<file path="src/rtl/mem_arb_pkg.sv">
// mem_arb_pkg: shared FSM/owner types and default bus widths for mem_arbiter
package mem_arb_pkg;
  localparam int ADDR_W_DEF = 32;
  localparam int DATA_W_DEF = 32;
  typedef enum logic [1:0] {IDLE, REQ, WAIT, RESP} arb_state_t;
  typedef enum logic [1:0] {NONE, I, D} arb_owner_t;
endpackage

</file>
<file path="src/rtl/mem_arbiter_if.sv">
// mem_arbiter_if: fetch port, memory-stage port and main-memory bus of mem_arbiter
//   fetch : i_req, i_addr -> i_rvalid, i_rdata
//   data  : d_req, d_we, d_addr, d_wdata, d_wstrb -> d_rvalid, d_rdata
//   memory: mem_req, mem_we, mem_addr, mem_wdata, mem_wstrb -> mem_ready, mem_rvalid, mem_rdata
//   master = arbiter side, slave = requesters plus memory model
interface mem_arbiter_if
  import mem_arb_pkg::*;
#(
  parameter int ADDR_W = ADDR_W_DEF,
  parameter int DATA_W = DATA_W_DEF
);
  logic i_req;
  logic [ADDR_W-1:0] i_addr;
  logic i_rvalid;
  logic [DATA_W-1:0] i_rdata;
  logic d_req;
  logic d_we;
  logic [ADDR_W-1:0] d_addr;
  logic [DATA_W-1:0] d_wdata;
  logic [DATA_W/8-1:0] d_wstrb;
  logic d_rvalid;
  logic [DATA_W-1:0] d_rdata;
  logic mem_req;
  logic mem_we;
  logic [ADDR_W-1:0] mem_addr;
  logic [DATA_W-1:0] mem_wdata;
  logic [DATA_W/8-1:0] mem_wstrb;
  logic mem_ready;
  logic mem_rvalid;
  logic [DATA_W-1:0] mem_rdata;
  modport master (
    input  i_req, i_addr, d_req, d_we, d_addr, d_wdata, d_wstrb, mem_ready, mem_rvalid, mem_rdata,
    output i_rvalid, i_rdata, d_rvalid, d_rdata, mem_req, mem_we, mem_addr, mem_wdata, mem_wstrb
  );
  modport slave (
    output i_req, i_addr, d_req, d_we, d_addr, d_wdata, d_wstrb, mem_ready, mem_rvalid, mem_rdata,
    input  i_rvalid, i_rdata, d_rvalid, d_rdata, mem_req, mem_we, mem_addr, mem_wdata, mem_wstrb
  );
endinterface

</file>
<file path="src/rtl/mem_arbiter.sv">
// mem_arbiter: shares one single-ported memory bus between fetch and memory stage
//   clk : rising-edge clock
//   rst : synchronous active-low reset
//   bus : mem_arbiter_if.master (requester ports and memory bus)
//   One transaction in flight; the memory stage wins ties. Defining ARB_FAIRNESS_EN
//   adds an age counter that forces a fetch grant after MAX_WAIT lost decisions.
module mem_arbiter
  import mem_arb_pkg::*;
#(
  parameter int ADDR_W = ADDR_W_DEF,
  parameter int DATA_W = DATA_W_DEF
`ifdef ARB_FAIRNESS_EN
  ,
  parameter int MAX_WAIT = 4
`endif
) (
  input logic clk,
  input logic rst,
  mem_arbiter_if.master bus
);
  localparam int STRB_W = DATA_W / 8;
  arb_state_t state;
  arb_owner_t owner;
  logic memReq;
  logic memWe;
  logic [ADDR_W-1:0] memAddr;
  logic [DATA_W-1:0] memWdata;
  logic [STRB_W-1:0] memWstrb;
  logic iRvalid;
  logic dRvalid;
  logic [DATA_W-1:0] iRdata;
  logic [DATA_W-1:0] dRdata;
  logic dWin;
`ifdef ARB_FAIRNESS_EN
  localparam int AGE_W = $clog2(MAX_WAIT + 1);
  logic [AGE_W-1:0] age;
  // fetch is forced through once it has lost MAX_WAIT decisions in a row
  always_comb dWin = bus.d_req & ~(bus.i_req & (age == AGE_W'(MAX_WAIT)));
  // reaching MAX_WAIT always forces an I grant, which clears, so it never overflows
  always_ff @(posedge clk)
    if (!rst) age <= '0;
    else if (state == IDLE) age <= (bus.i_req && dWin) ? age + 1'b1 : '0;
`else
  always_comb dWin = bus.d_req;
`endif
  always_ff @(posedge clk) begin
    if (!rst) begin
      state <= IDLE;
      owner <= NONE;
      memReq <= 1'b0;
      memWe <= 1'b0;
      memAddr <= '0;
      memWdata <= '0;
      memWstrb <= '0;
      iRvalid <= 1'b0;
      dRvalid <= 1'b0;
      iRdata <= '0;
      dRdata <= '0;
    end else begin
      iRvalid <= 1'b0;
      dRvalid <= 1'b0;
      case (state)
        IDLE: if (bus.i_req || bus.d_req) begin
          state <= REQ;
          owner <= dWin ? D : I;
          memReq <= 1'b1;
          memWe <= dWin & bus.d_we;
          memAddr <= dWin ? bus.d_addr : bus.i_addr;
          memWdata <= dWin ? bus.d_wdata : '0;
          memWstrb <= dWin ? bus.d_wstrb : '0;
        end
        REQ: if (bus.mem_ready) begin
          state <= WAIT;
          memReq <= 1'b0;
        end
        WAIT: if (bus.mem_rvalid) begin
          state <= RESP;
          if (owner == D) begin
            dRvalid <= 1'b1;
            dRdata <= bus.mem_rdata;
          end else begin
            iRvalid <= 1'b1;
            iRdata <= bus.mem_rdata;
          end
        end
        default: begin
          state <= IDLE;
          owner <= NONE;
        end
      endcase
    end
  end
  assign bus.mem_req = memReq;
  assign bus.mem_we = memWe;
  assign bus.mem_addr = memAddr;
  assign bus.mem_wdata = memWdata;
  assign bus.mem_wstrb = memWstrb;
  assign bus.i_rvalid = iRvalid;
  assign bus.i_rdata = iRdata;
  assign bus.d_rvalid = dRvalid;
  assign bus.d_rdata = dRdata;
endmodule

</file>
<file path="src/flat_wrapper.sv">
// flat-port wrapper written by rule: the top's interface ports become plain ports
module mem_arbiter_flat import mem_arb_pkg::*;
#(
  parameter int ADDR_W = ADDR_W_DEF,
  parameter int DATA_W = DATA_W_DEF

)
  (clk, rst, bus_i_req, bus_i_addr, bus_d_req, bus_d_we, bus_d_addr, bus_d_wdata, bus_d_wstrb, bus_mem_ready, bus_mem_rvalid, bus_mem_rdata, bus_i_rvalid, bus_i_rdata, bus_d_rvalid, bus_d_rdata, bus_mem_req, bus_mem_we, bus_mem_addr, bus_mem_wdata, bus_mem_wstrb);
  mem_arbiter_if #(.ADDR_W(ADDR_W), .DATA_W(DATA_W)) bus_i ();
  input logic clk;
  input logic rst;
  input wire logic [$bits(bus_i.i_req)-1:0] bus_i_req;
  input wire logic [$bits(bus_i.i_addr)-1:0] bus_i_addr;
  input wire logic [$bits(bus_i.d_req)-1:0] bus_d_req;
  input wire logic [$bits(bus_i.d_we)-1:0] bus_d_we;
  input wire logic [$bits(bus_i.d_addr)-1:0] bus_d_addr;
  input wire logic [$bits(bus_i.d_wdata)-1:0] bus_d_wdata;
  input wire logic [$bits(bus_i.d_wstrb)-1:0] bus_d_wstrb;
  input wire logic [$bits(bus_i.mem_ready)-1:0] bus_mem_ready;
  input wire logic [$bits(bus_i.mem_rvalid)-1:0] bus_mem_rvalid;
  input wire logic [$bits(bus_i.mem_rdata)-1:0] bus_mem_rdata;
  output wire logic [$bits(bus_i.i_rvalid)-1:0] bus_i_rvalid;
  output wire logic [$bits(bus_i.i_rdata)-1:0] bus_i_rdata;
  output wire logic [$bits(bus_i.d_rvalid)-1:0] bus_d_rvalid;
  output wire logic [$bits(bus_i.d_rdata)-1:0] bus_d_rdata;
  output wire logic [$bits(bus_i.mem_req)-1:0] bus_mem_req;
  output wire logic [$bits(bus_i.mem_we)-1:0] bus_mem_we;
  output wire logic [$bits(bus_i.mem_addr)-1:0] bus_mem_addr;
  output wire logic [$bits(bus_i.mem_wdata)-1:0] bus_mem_wdata;
  output wire logic [$bits(bus_i.mem_wstrb)-1:0] bus_mem_wstrb;
  assign bus_i.i_req = bus_i_req;
  assign bus_i.i_addr = bus_i_addr;
  assign bus_i.d_req = bus_d_req;
  assign bus_i.d_we = bus_d_we;
  assign bus_i.d_addr = bus_d_addr;
  assign bus_i.d_wdata = bus_d_wdata;
  assign bus_i.d_wstrb = bus_d_wstrb;
  assign bus_i.mem_ready = bus_mem_ready;
  assign bus_i.mem_rvalid = bus_mem_rvalid;
  assign bus_i.mem_rdata = bus_mem_rdata;
  assign bus_i_rvalid = bus_i.i_rvalid;
  assign bus_i_rdata = bus_i.i_rdata;
  assign bus_d_rvalid = bus_i.d_rvalid;
  assign bus_d_rdata = bus_i.d_rdata;
  assign bus_mem_req = bus_i.mem_req;
  assign bus_mem_we = bus_i.mem_we;
  assign bus_mem_addr = bus_i.mem_addr;
  assign bus_mem_wdata = bus_i.mem_wdata;
  assign bus_mem_wstrb = bus_i.mem_wstrb;
  mem_arbiter #(.ADDR_W(ADDR_W), .DATA_W(DATA_W)) u_core (.clk(clk), .rst(rst), .bus(bus_i));
endmodule
</file>
<file path="config.mk">
export PLATFORM = sky130hd
export DESIGN_NAME = mem_arbiter_flat
export DESIGN_NICKNAME = d
export VERILOG_FILES = /design/src/rtl/mem_arb_pkg.sv /design/src/rtl/mem_arbiter_if.sv /design/src/rtl/mem_arbiter.sv /design/src/flat_wrapper.sv
export SDC_FILE = /design/constraint.sdc
export NUM_CORES = 1
export LEC_CHECK = 0
export CORE_ASPECT_RATIO = 0.9
export CORE_MARGIN = 4
export CORE_UTILIZATION = 41
export DETAILED_ROUTE_END_ITERATION = 8
export PLACE_DENSITY = 0.81
export SLEW_MARGIN = 20
export SYNTH_ARGS = -nofsm -noshare
export SYNTH_HDL_FRONTEND = slang
export SYNTH_SLANG_ARGS = --single-unit
</file>
<file path="constraint.sdc">
create_clock -name clk -period 1.9 [get_ports clk]
set_input_delay 0.19 -clock clk [delete_from_list [all_inputs] [get_ports clk]]
set_output_delay 0.19 -clock clk [all_outputs]
set_load 0.01 [all_outputs]
</file>
**After elaboration in Yosys (flattened, before gate mapping)**

Cells that the tools add are included.

- Flip-flop bits (word level): 140
- Word-level logic and storage cells: 46
- Input port bits: 139

- Bitwise gates (word level): 3
- Muxes and demuxes: 15
- Eq/ne operators: 6
- Reduce and logical (&&, ||, !) cells: 11

Operators by type and width:

| operator | count |
|---|---|
| 2-to-1 mux 32 bit | 2 |
| AND reduction 3 bit | 5 |
| 2-to-1 mux 2 bit | 5 |
| case mux 2 bit (3 select lines) | 1 |
| equality test 2 bit (second input constant) | 2 |
| 2-to-1 mux 1 bit | 4 |
| 2-to-1 mux 4 bit | 1 |
| inequality test 2 bit (second input constant) | 2 |
| case mux 2 bit (2 select lines) | 1 |
| AND reduction 2 bit | 2 |
| equality test 2 x 1 -> 1 bit (second input constant) | 1 |
| zero test 2 bit | 1 |
| inequality test 2 x 1 -> 1 bit (second input constant) | 1 |
| NOT 1 bit | 2 |
| case mux 1 bit (2 select lines) | 1 |
| nonzero test 2 bit | 1 |
| OR reduction 2 bit | 1 |
| AND 1 bit | 1 |
| logical OR 1 bit | 1 |

**Logic depth before layout (Yosys ltp)**

Gate-level depths: netlist (run 1).

- Depth after elaboration: 4
- Gate-level depth with buffers: 7
- Mapped depth without buffers: 5

**Worst setup path after synthesis (run 1)**

OpenSTA, ideal clock, no wires.

- Path kind: reg-to-reg
- Start point: register u_core.state[0]
- End point: register u_core.memWdata[10] (netlist: u_core.bus.mem_wdata[10])
- Arrival: 1.360 ns
- Slack: 0.422 ns
- Setup time: 0.118 ns
- Buffers on the path: 2
- Required time: 1.782 ns
- Cell stages (with the launch flop): 8
- Cells stage by stage: dfxtp_1 > inv_1 > ha_1 > and2_1 > buf_4 > buf_2 > a22oi_1 > nor2b_1

- Cells in the longest elaborated chain, start to end: 2

RTL lines:

| element | line | text |
|---|---|---|
| start, declared | mem_arbiter.sv:22 | `arb_state_t state;` |
| start signal, assigned | mem_arbiter.sv:48 | `state <= IDLE;` |
| start signal, assigned | mem_arbiter.sv:64 | `state <= REQ;` |
| start signal, assigned | mem_arbiter.sv:73 | `state <= WAIT;` |
| zero test 2 bit | mem_arbiter.sv:62 | `case (state)` |
| AND reduction 2 bit (no line) | -- |  |
| end signal, assigned | mem_arbiter.sv:69 | `memWdata <= dWin ? bus.d_wdata : '0;` |
| end, declared | mem_arbiter.sv:27 | `logic [DATA_W-1:0] memWdata;` |

Every way passes these cells.
A chain may end at the register's enable or synchronous reset.

**Worst setup path after layout (run 1)**

- Start point: register u_core.owner[1]
- End point: register u_core.iRdata[19] (netlist: u_core.bus.i_rdata[19])

- Cells in the longest elaborated chain, start to end: 3

RTL lines:

| element | line | text |
|---|---|---|
| start, declared | mem_arbiter.sv:23 | `arb_owner_t owner;` |
| start signal, assigned | mem_arbiter.sv:65 | `owner <= dWin ? D : I;` |
| equality test 2 bit | mem_arbiter.sv:78 | `if (owner == D) begin` |
| NOT 1 bit (no line) | -- |  |
| AND reduction 3 bit (no line) | -- |  |
| end signal, assigned | mem_arbiter.sv:83 | `iRdata <= bus.mem_rdata;` |
| end, declared | mem_arbiter.sv:31 | `logic [DATA_W-1:0] iRdata;` |

Every way passes these cells.

==> results_dict.tcl, run 1 <==
set metrics [dict create \
    clockBufferDepth 2 \
    ys.flop_type "dfxtp_1" \
    cp.required_ns 2.23 \
    track_usage_pct 21.5 \
    grt_pass1_wl_um 27700 \
    gr-total-overflow 0 \
    cp-end-kind "flip-flop" \
    synthTopCellsByArea "dfxtp_1 49%, nand2_1 6.6%, mux2i_1 5.9%, o211a_1 5.6%, a21boi_1 4.8%" \
    antennaDiodeCount 0 \
    antenna_found_initial 0 \
    drtPass1Iterations 5 \
    syn_avg_cell_area_um2 9.57 \
    synth_top_area_share_pct 48.7 \
    cts_buffers 17 \
    power_frac_clock_pct 33.2 \
    yosys_warnings 0 \
    min_path_type "input pin to flip-flop" \
    r2r_slack_ns 0.23 \
    wl_um 17500 \
    max_stage_delay_ns 0.75 \
    finalHoldViolCount 0 \
    postCtsSetupBuffers 0 \
    critPathMaxFanout 33 \
    cts_tree "yes" \
    cts_resized 0 \
    path_clk_slew_ns 0.06 \
    routabilityCongestion 0.844 \
    vias 5422 \
    p_sw_share_pct 30.1 \
    clock_skew_ns 0.00759 \
    clock-sinks 140 \
    r2r-end "u_core.bus.i_rdata[19]$_SDFFE_PN0P_" \
    async_reset_ff_share_pct 0 \
    period_minus_slack_ns 1.67 \
    yosysTopAreaCell "dfxtp_1" \
    dieArea_mm2 0.0160 \
    crit_arrival_ns 2.00 \
    crit_path_end "u_core.bus.i_rdata[19]$_SDFFE_PN0P_" \
    tns_ns 0 \
    synth_edf_count 0 \
    coreArea_mm2 0.0136 \
    root_buffer "clkbuf_16" \
    syn-num-nets 747 \
    ios 275 \
    power_frac_seq_pct 35.0 \
    postRouteAntennaNets 0 \
    final_common_cell "clkdlybuf4s50_1" \
    tightestPinTransition_ns 0.913 \
    crit_start "u_core.owner[1]$_SDFFE_PN0P_" \
    pre_cts_ws_ns 0.213 \
    yosysUniqueCellTypes 34 \
    syn-instance-count 601 \
    p_sw_mw 3.20 \
    run_status "complete, no violations" \
    finalMaxSlewViolations 0 \
    via_per_inst 5.12 \
    critical_path_class "flip-flop to flip-flop" \
    cp_cell_sequence "and2b_1 -> o21ai_0 -> a21boi_1" \
    p_int_mw 7.43 \
    hold_buffers 0 \
    port-buffer-count 274 \
    power_leakage_nw 3.65 \
    drive_gt1_share_pct 6.09 \
    num_rows 40 \
    path_depth 3 \
    p_comb_share_pct 31.8 \
    grt_max_degree 65 \
    timing.final.ws_setup_ns 0.230 \
    crit_family "simple AND/OR/NAND/NOR gates" \
    fmax_mhz 599 \
    setup_violations 0 \
    p_per_area_mw_per_mm2 1160 \
    finalNetCount 1003 \
    drt-initial-drc-count 306 \
    avgRoutedWirePerCell_um 16.5 \
    area_growth_pct 59.9 \
    die_h_um 120 \
    ys_seq_area_share_pct 48.7 \
    rsz0062_at_grt "no" \
    layout_common_cells "272 x clkdlybuf4s50_1, 140 x dfxtp_1, 101 x nand2_1" \
    fin_area_mm2 0.00919 \
    start_util_pct 42.4 \
    fin_hold_ws_ns 0.153 \
    drv_cap 0 \
    slowest_stage "and2b_1" \
    syn-cell-area_mm2 0.00575 \
    die_x_um 133 \
    htree_num_levels 4 \
    placed_cell_area_mm2 0.00856 \
    slew_headroom_pct 39.2 \
    reg2reg_from "u_core.owner[1]$_SDFFE_PN0P_" \
    worstSkewPairLatency_ns 0.41 \
    min_period_over_period_pct 87.9 \
    power_mw 10.6 \
    crit_buf_inv 0 \
    drc 0 \
    place_hpwl_um 12800 \
    grt_pass1_vias 5729 \
    reg2reg_depth 3 \
    ys_ff_latch 140 \
    startpoint_type "flip-flop" \
    irDropWorstVdd_v 0.000617 \
]
## how the worst min path moves through the flow
stage,startpoint,end,depth (start not counted)
floorplan,bus_mem_rdata[10],u_core.bus.d_rdata[10]$_SDFFE_PN0P_,2
global placement,u_core.bus.d_rdata[8]$_SDFFE_PN0P_,u_core.bus.d_rdata[8]$_SDFFE_PN0P_,2
detailed placement,u_core.bus.d_rdata[22]$_SDFFE_PN0P_,u_core.bus.d_rdata[22]$_SDFFE_PN0P_,2
CTS,bus_d_req,u_core.owner[1]$_SDFFE_PN0P_,3
global route,bus_d_req,u_core.owner[1]$_SDFFE_PN0P_,3
finish,bus_d_req,u_core.owner[1]$_SDFFE_PN0P_,3
## flip-flops by register name, summed over array words and instances (netlist names)
name and cells:
u_core.state 2, u_core.bus.mem_addr 32, u_core.bus.mem_wdata 32, u_core.bus.mem_wstrb 4
u_core.bus.d_rvalid 1, u_core.owner 2, u_core.bus.i_rdata 32, u_core.bus.d_rdata 32
u_core.bus.mem_we 1, u_core.bus.mem_req 1, u_core.bus.i_rvalid 1
## routing by layer
layer  vias to the layer above  GRT usage, %  wire length [um]
met1                      2540          23.2              6890
met3                        36          8.19              1480
met2                       240          37.2              8700
met4                         0          10.0               439
li1                       2606             -                 -
met5                         -             0                 0
## cell usage after synthesis (all sizes together), types with 2 or more instances
library cell and instances:
ha 7, nand2 101, dfxtp 140, o21ai 34, inv 6, buf 29, o211ai 2, nor2 4
nor2b 38, clkbuf 25, mux2i 34, nand3 33, a22oi 37, o211a 32, and2 2, a21boi 65
nor3b 2
## stage by stage
| step | util (%) | std cells |
|---|---|---|
| 2_1_floorplan | - | 601 |
| 3_3_place_gp | 63.1 | 1027 |
| 3_5_place_dp | 63.1 | 1027 |
| 4_1_cts | 67.8 | 1059 |
| 5_1_grt | 67.8 | 1059 |
| 6_report | 67.8 | 1059 |
## cell type report
cell class | instances | area (um^2)
Multi-Input combinational cell | 401 | 2610
Clock inverter | 11 | 164
Tap cell | 189 | 236
Fill cell | 1040 | 4370
Clock buffer | 21 | 470
Timing Repair Buffer | 291 | 2890
Sequential cell | 140 | 2800
Inverter | 6 | 22.5
## worst min-delay path, stage by stage
cell	delay, ns
buf_2	0.16
nand4_1	0.11
nand2_1	0.05
## power groups by stage
stage / Clock (mW) / Combinational [mW] / Sequential [mW]
floorplan: 0 / 1.72 / 3.94
global placement: 0 / 3.28 / 3.74
detailed placement: 0 / 3.38 / 3.77
CTS: 3.59 / 3.41 / 3.72
global route: 3.72 / 3.67 / 3.78
finish: 3.53 / 3.38 / 3.72
## logic make-up after synthesis
kind of cell | Yosys count | synth area share, %
adder cells (fa/ha/maj) | 7 | 1.52
AO/OA/AOI/OAI | 174 | 22.8
flip-flops | 140 | 48.7
multiplexers | 34 | 5.92
buffers and inverters | 60 | 5.90
AND/OR/NAND/NOR | 186 | 15.1
Power figures use the tool's default switching activity.
==> run 2: changes to the inputs <==
Settings changed: CORE_UTILIZATION 41 to 37, PLACE_DENSITY 0.81 to 0.77.
Clock period 1.9 ns to 1.4 ns, I/O delays scaled along.
==> run 2 against run 1 <==
Critical path depth is 3 higher. Worst setup slack got worse by 0.20 ns. Utilization decreased by 5.3 points. Non-clock buffer count increased by 13. Cell area up 1.9%. Worst hold slack lost 0.12 ns. Clock-buffer cell count shrank 4. Register-to-register slack got worse by 0.20 ns. Wire length grew 1.7%. Sequential power is 35% higher. Largest cell class unchanged. Largest power group unchanged. Highest routed layer unchanged.
==> results_dict.tcl, run 2 (synthesis gave the netlist of run 1 again) <==
set metrics [dict create \
    slew_headroom_pct 80.2 \
    grt_pass1_vias 5046 \
    placedCellCount 1045 \
    final_common_cell "dfxtp_1" \
    antenna_found_initial 0 \
    slowest_stage "dfxtp_2" \
    wl_um 17800 \
    track_usage_pct 19.2 \
    layoutNonFillerInstCount 1081 \
    timing.final.ws_setup_ns 0.0323 \
    drive_gt1_share_pct 9.17 \
    period_minus_slack_ns 1.37 \
    ios 275 \
    critPathMaxFanout 4 \
    power_frac_seq_pct 35.3 \
    worstSkewPairLatency_ns 0.41 \
    n_fill_cell 1328 \
    startpoint_type "flip-flop" \
    crit_buf_inv 2 \
    max_stage_delay_ns 0.35 \
    via_per_inst 4.93 \
    finalHoldViolCount 0 \
    r2r_slack_ns 0.03 \
    tightestPinTransition_ns 0.298 \
    finalMaxSlewViolations 0 \
    pre_cts_ws_ns -0.0861 \
    tns_ns 0 \
    grt_pass1_wl_um 27300 \
    place_hpwl_um 12300 \
    reg2reg_from "u_core.state[0]$_SDFFE_PN0P_" \
    p_sw_mw 4.75 \
    min_path_type "input pin to flip-flop" \
    run_status "complete, no violations" \
    layout_common_cells "138 x dfxtp_1, 136 x clkdlybuf4s50_1, 136 x dlygate4sd2_1" \
    clock-sinks 140 \
    cp_cell_sequence "inv_4 -> buf_4 -> ha_4 -> nor3b_4 -> a221oi_4 -> mux2i_1" \
    cts_tree "yes" \
    grt_max_degree 74 \
    coreArea_mm2 0.0150 \
    crit_start "u_core.state[0]$_SDFFE_PN0P_" \
    power_mw 14.2 \
    area_growth_pct 62.9 \
    dieArea_mm2 0.0176 \
    num_rows 42 \
    cp.required_ns 1.73 \
    p_int_mw 9.47 \
    die_h_um 126 \
    drc 0 \
    vias 5331 \
    setup_violations 0 \
    placed_cell_area_mm2 0.00877 \
    crit_arrival_ns 1.70 \
    fin_area_mm2 0.00936 \
    finalNetCount 1016 \
    min-delay-start "rst" \
    clockBufferDepth 2 \
    drt-initial-drc-count 235 \
    clock_skew_ns 0.00643 \
    rsz0062_at_grt "yes" \
    routabilityCongestion 0.800 \
    drtPass1Iterations 4 \
    port-buffer-count 274 \
    drv_cap 0 \
    die_x_um 139 \
    fmax_mhz 731 \
    htree_num_levels 4 \
    fin_util_pct 62.5 \
    crit_family "flip-flops" \
    avgRoutedWirePerCell_um 16.5 \
    antennaDiodeCount 0 \
    power_leakage_nw 4.35 \
    p_sw_share_pct 33.4 \
    p_per_area_mw_per_mm2 1520 \
    critical_path_class "flip-flop to flip-flop" \
    root_buffer "clkbuf_16" \
    gr-total-overflow 0 \
    irDropWorstVdd_v 0.00125 \
    postRouteAntennaNets 0 \
    start_util_pct 38.4 \
    cp-end-kind "flip-flop" \
    hold_buffers 0 \
    path_clk_slew_ns 0.07 \
    fin_hold_ws_ns 0.0368 \
    power_frac_clock_pct 29.6 \
    p_comb_share_pct 35.1 \
    cts_buffers 17 \
    min_period_over_period_pct 97.7 \
]
[run 2: cell count changes in the layout (fill, tap and decap cells not counted), moves of 5 or more]
cell and delta:
a21boi_0 -12, buf_12 +10, clkdlybuf4s50_1 -136, a21boi_1 +11
dlygate4sd2_1 +136, inv_6 +5
[run 2: cell type report]
class / count / area (um^2) / share of cell area [%]
Timing Repair Buffer: 304 / 3020 / 32.3
Sequential cell: 140 / 2810 / 30.0
Multi-Input combinational cell: 401 / 2710 / 28.9
Clock buffer: 17 / 425 / 4.54
Tap cell: 198 / 248 / 2.65
Clock inverter: 15 / 129 / 1.38
Inverter: 6 / 27.5 / 0.294
[run 2: worst paths after layout]
kind	cells after the start	to
worst min register to register	2	u_core.bus.d_rdata[24]$_SDFFE_PN0P_
worst min-delay path	2	u_core.bus.d_rdata[17]$_SDFFE_PN0P_
worst max register to register	6	u_core.state[0]$_SDFFE_PN0P_
worst max-delay path	6	u_core.state[0]$_SDFFE_PN0P_
[run 2: power by group through the flow]
stage / Sequential [mW] / Combinational, mW / Clock [mW]
after global placement: 5.08 / 4.99 / 0
after CTS: 5.02 / 4.81 / 4.32
after floorplan: 5.36 / 2.34 / 0
after global routing: 5.10 / 5.42 / 4.48
after detailed placement: 5.09 / 5.04 / 0
final: 5.02 / 4.99 / 4.21
[run 2: metal layers]
layer | global-route usage (%) | part of all wire, % | vias up
li1 | - | - | 2640
met1 | 23.0 | 42 | 2478
met4 | 4.49 | 0.87 | 0
met3 | 7.43 | 8.2 | 9
met2 | 32.6 | 49 | 204
met5 | 0 | 0 | -
[run 2: timing repair]
action	in CTS	in global routing
setup buffers	0	0
setup endpoints to repair	191	82
pin swaps	2	1
resized for setup	152	21
cloned	2	2
==> run 3: changes to the inputs <==
Settings changed: CELL_PAD_IN_SITES_DETAIL_PLACEMENT set to 1, CELL_PAD_IN_SITES_GLOBAL_PLACEMENT set to 2, CORE_UTILIZATION 37 to 23, PLACE_DENSITY 0.77 to unset, PLACE_DENSITY_LB_ADDON set to 0.1, SKIP_LAST_GASP set to 1.
Clock period 1.4 ns to 1.3 ns, I/O delays scaled along.
==> run 3 against run 2 <==
The flow now finishes with violations (negative setup slack). Highest routed layer unchanged. Sequential power increased by 9.2%. Critical path depth unchanged. Via count up 5.2%. Critical path type unchanged. Clock power grew 17%. Largest power group is now combinational cells.
==> results_dict.tcl, run 3 (synthesis gave the netlist of run 1 again) <==
set metrics [dict create \
    run_status "finished, violations left" \
    violations "negative setup slack" \
    fmax_mhz 703 \
    tightestPinTransition_ns 0.497 \
    pre_cts_ws_ns -0.236 \
    multi_input_area_mm2 0.00300 \
    n_fill_cell 2700 \
    finalMaxSlewViolations 0 \
    min-delay-start "rst" \
    gr-total-overflow 0 \
    rsz0062_at_grt "yes" \
    cp.required_ns 1.64 \
    power_leakage_nw 4.61 \
    antenna_found_initial 0 \
    drv_cap 0 \
    min_period_over_period_pct 109 \
    place_hpwl_um 15500 \
    drtPass1Iterations 4 \
    drt-initial-drc-count 174 \
    avgRoutedWirePerCell_um 18.7 \
    cp-end-kind "flip-flop" \
    clockBufferDepth 2 \
    grt_max_degree 53 \
    routabilityCongestion 0.754 \
    dieArea_mm2 0.0276 \
    period_minus_slack_ns 1.42 \
    min_path_type "input pin to flip-flop" \
    path_clk_slew_ns 0.07 \
    ios 275 \
    holdPathStages 2 \
    worstSkewPairLatency_ns 0.42 \
    grt_pass1_wl_um 32500 \
    clock_skew_ns 0.0127 \
    critical_path_class "flip-flop to flip-flop" \
    fin_area_mm2 0.0102 \
    slew_headroom_pct 66.7 \
    layout_common_cells "138 x dfxtp_1, 136 x dlygate4sd2_1, 135 x clkdlybuf4s50_1" \
    power_mw 17.6 \
    cts_tree "yes" \
    root_buffer "clkbuf_16" \
    drc 0 \
    setup_violations 111 \
    seqCellArea_mm2 0.00281 \
    cts_buffers 17 \
    num_rows 54 \
    placedCellCount 1187 \
    timing.final.ws_setup_ns -0.122 \
    wl_um 23200 \
    finalHoldViolCount 0 \
    crit_start "u_core.state[1]$_SDFFE_PN0P_" \
    track_usage_pct 14.8 \
    grt_pass1_vias 5871 \
    fin_hold_ws_ns 0.115 \
    port-buffer-count 274 \
    postRouteAntennaNets 0 \
    vias 5607 \
    reg2reg_depth 6 \
    htree_num_levels 4 \
    coreArea_mm2 0.0244 \
    layoutNonFillerInstCount 1240 \
    reg2reg_from "u_core.state[1]$_SDFFE_PN0P_" \
    irDropWorstVdd_v 0.000764 \
    critPathMaxFanout 8 \
    startpoint_type "flip-flop" \
    tns_ns -5.87 \
    crit_arrival_ns 1.76 \
    area_growth_pct 76.7 \
    die_h_um 158 \
    final_common_cell "dfxtp_1" \
    via_per_inst 4.52 \
    die_x_um 175 \
    drive_gt1_share_pct 17.1 \
    placed_cell_area_mm2 0.00900 \
    start_util_pct 23.6 \
    fin_util_pct 41.7 \
    p_per_area_mw_per_mm2 1730 \
    clock-sinks 140 \
    finalNetCount 1036 \
]
-- run 3: cell types whose count changed in the layout (fill, tap and decap cells not counted), moves of 7 or more --
cell       previous run  this run
nand2_1             101        83
buf_6                 0        16
a22oi_1              36         3
a22oi_2               1        34
nand2_4               0        10
clkbuf_16            19        26
nand2_2               0         8
-- run 3: what timing repair did --
| item | CTS | global route |
|---|---|---|
| pin swaps | 3 | 46 |
| setup buffers | 1 | 1 |
| resized for setup | 153 | 100 |
| hold endpoints to repair | 0 | 0 |
| gates cloned | 1 | 18 |
| setup endpoints to repair | 232 | 133 |
| hold buffers | 0 | 0 |
-- run 3: layout make-up --
cell class	count	share of cell area, %
Timing Repair Buffer	323	32.7
Sequential cell	140	27.6
Multi-Input combinational cell	402	29.5
Clock inverter	12	1.34
Clock buffer	20	4.40
Inverter	6	0.271
Tap cell	336	4.14
Antenna cell	1	0.0246
-- run 3: critical path, stage by stage, from the launching register on --
cell,delay (ns)
dfxtp_4,0.38
buf_6,0.10
ha_4,0.14
and4b_4,0.32
buf_6,0.19
nand2_1,0.08
a21boi_1,0.13
-- run 3: routing by layer --
metal | GRT usage (%) | vias up | routed length, um
met2 | 25.4 | 185 | 11100
met4 | 3.44 | 0 | 251
met5 | 0 | - | 0
met3 | 5.73 | 15 | 1700
li1 | - | 2684 | -
met1 | 17.8 | 2723 | 10100
-- run 3: worst paths after layout --
| check | to | slack [ns] |
|---|---|---|
| min | u_core.bus.i_rdata[11]$_SDFFE_PN0P_ | 0.12 |
| max | u_core.bus.d_rdata[22]$_SDFFE_PN0P_ | -0.12 |
| min reg2reg | u_core.bus.d_rdata[26]$_SDFFE_PN0P_ | 0.45 |
| max reg2reg | u_core.bus.d_rdata[22]$_SDFFE_PN0P_ | -0.12 |
-- run 3: report_power, final --
part           internal (mW)  switching [mW]
clock network           2.90            2.02
logic                   3.70            3.48
registers               5.02           0.456
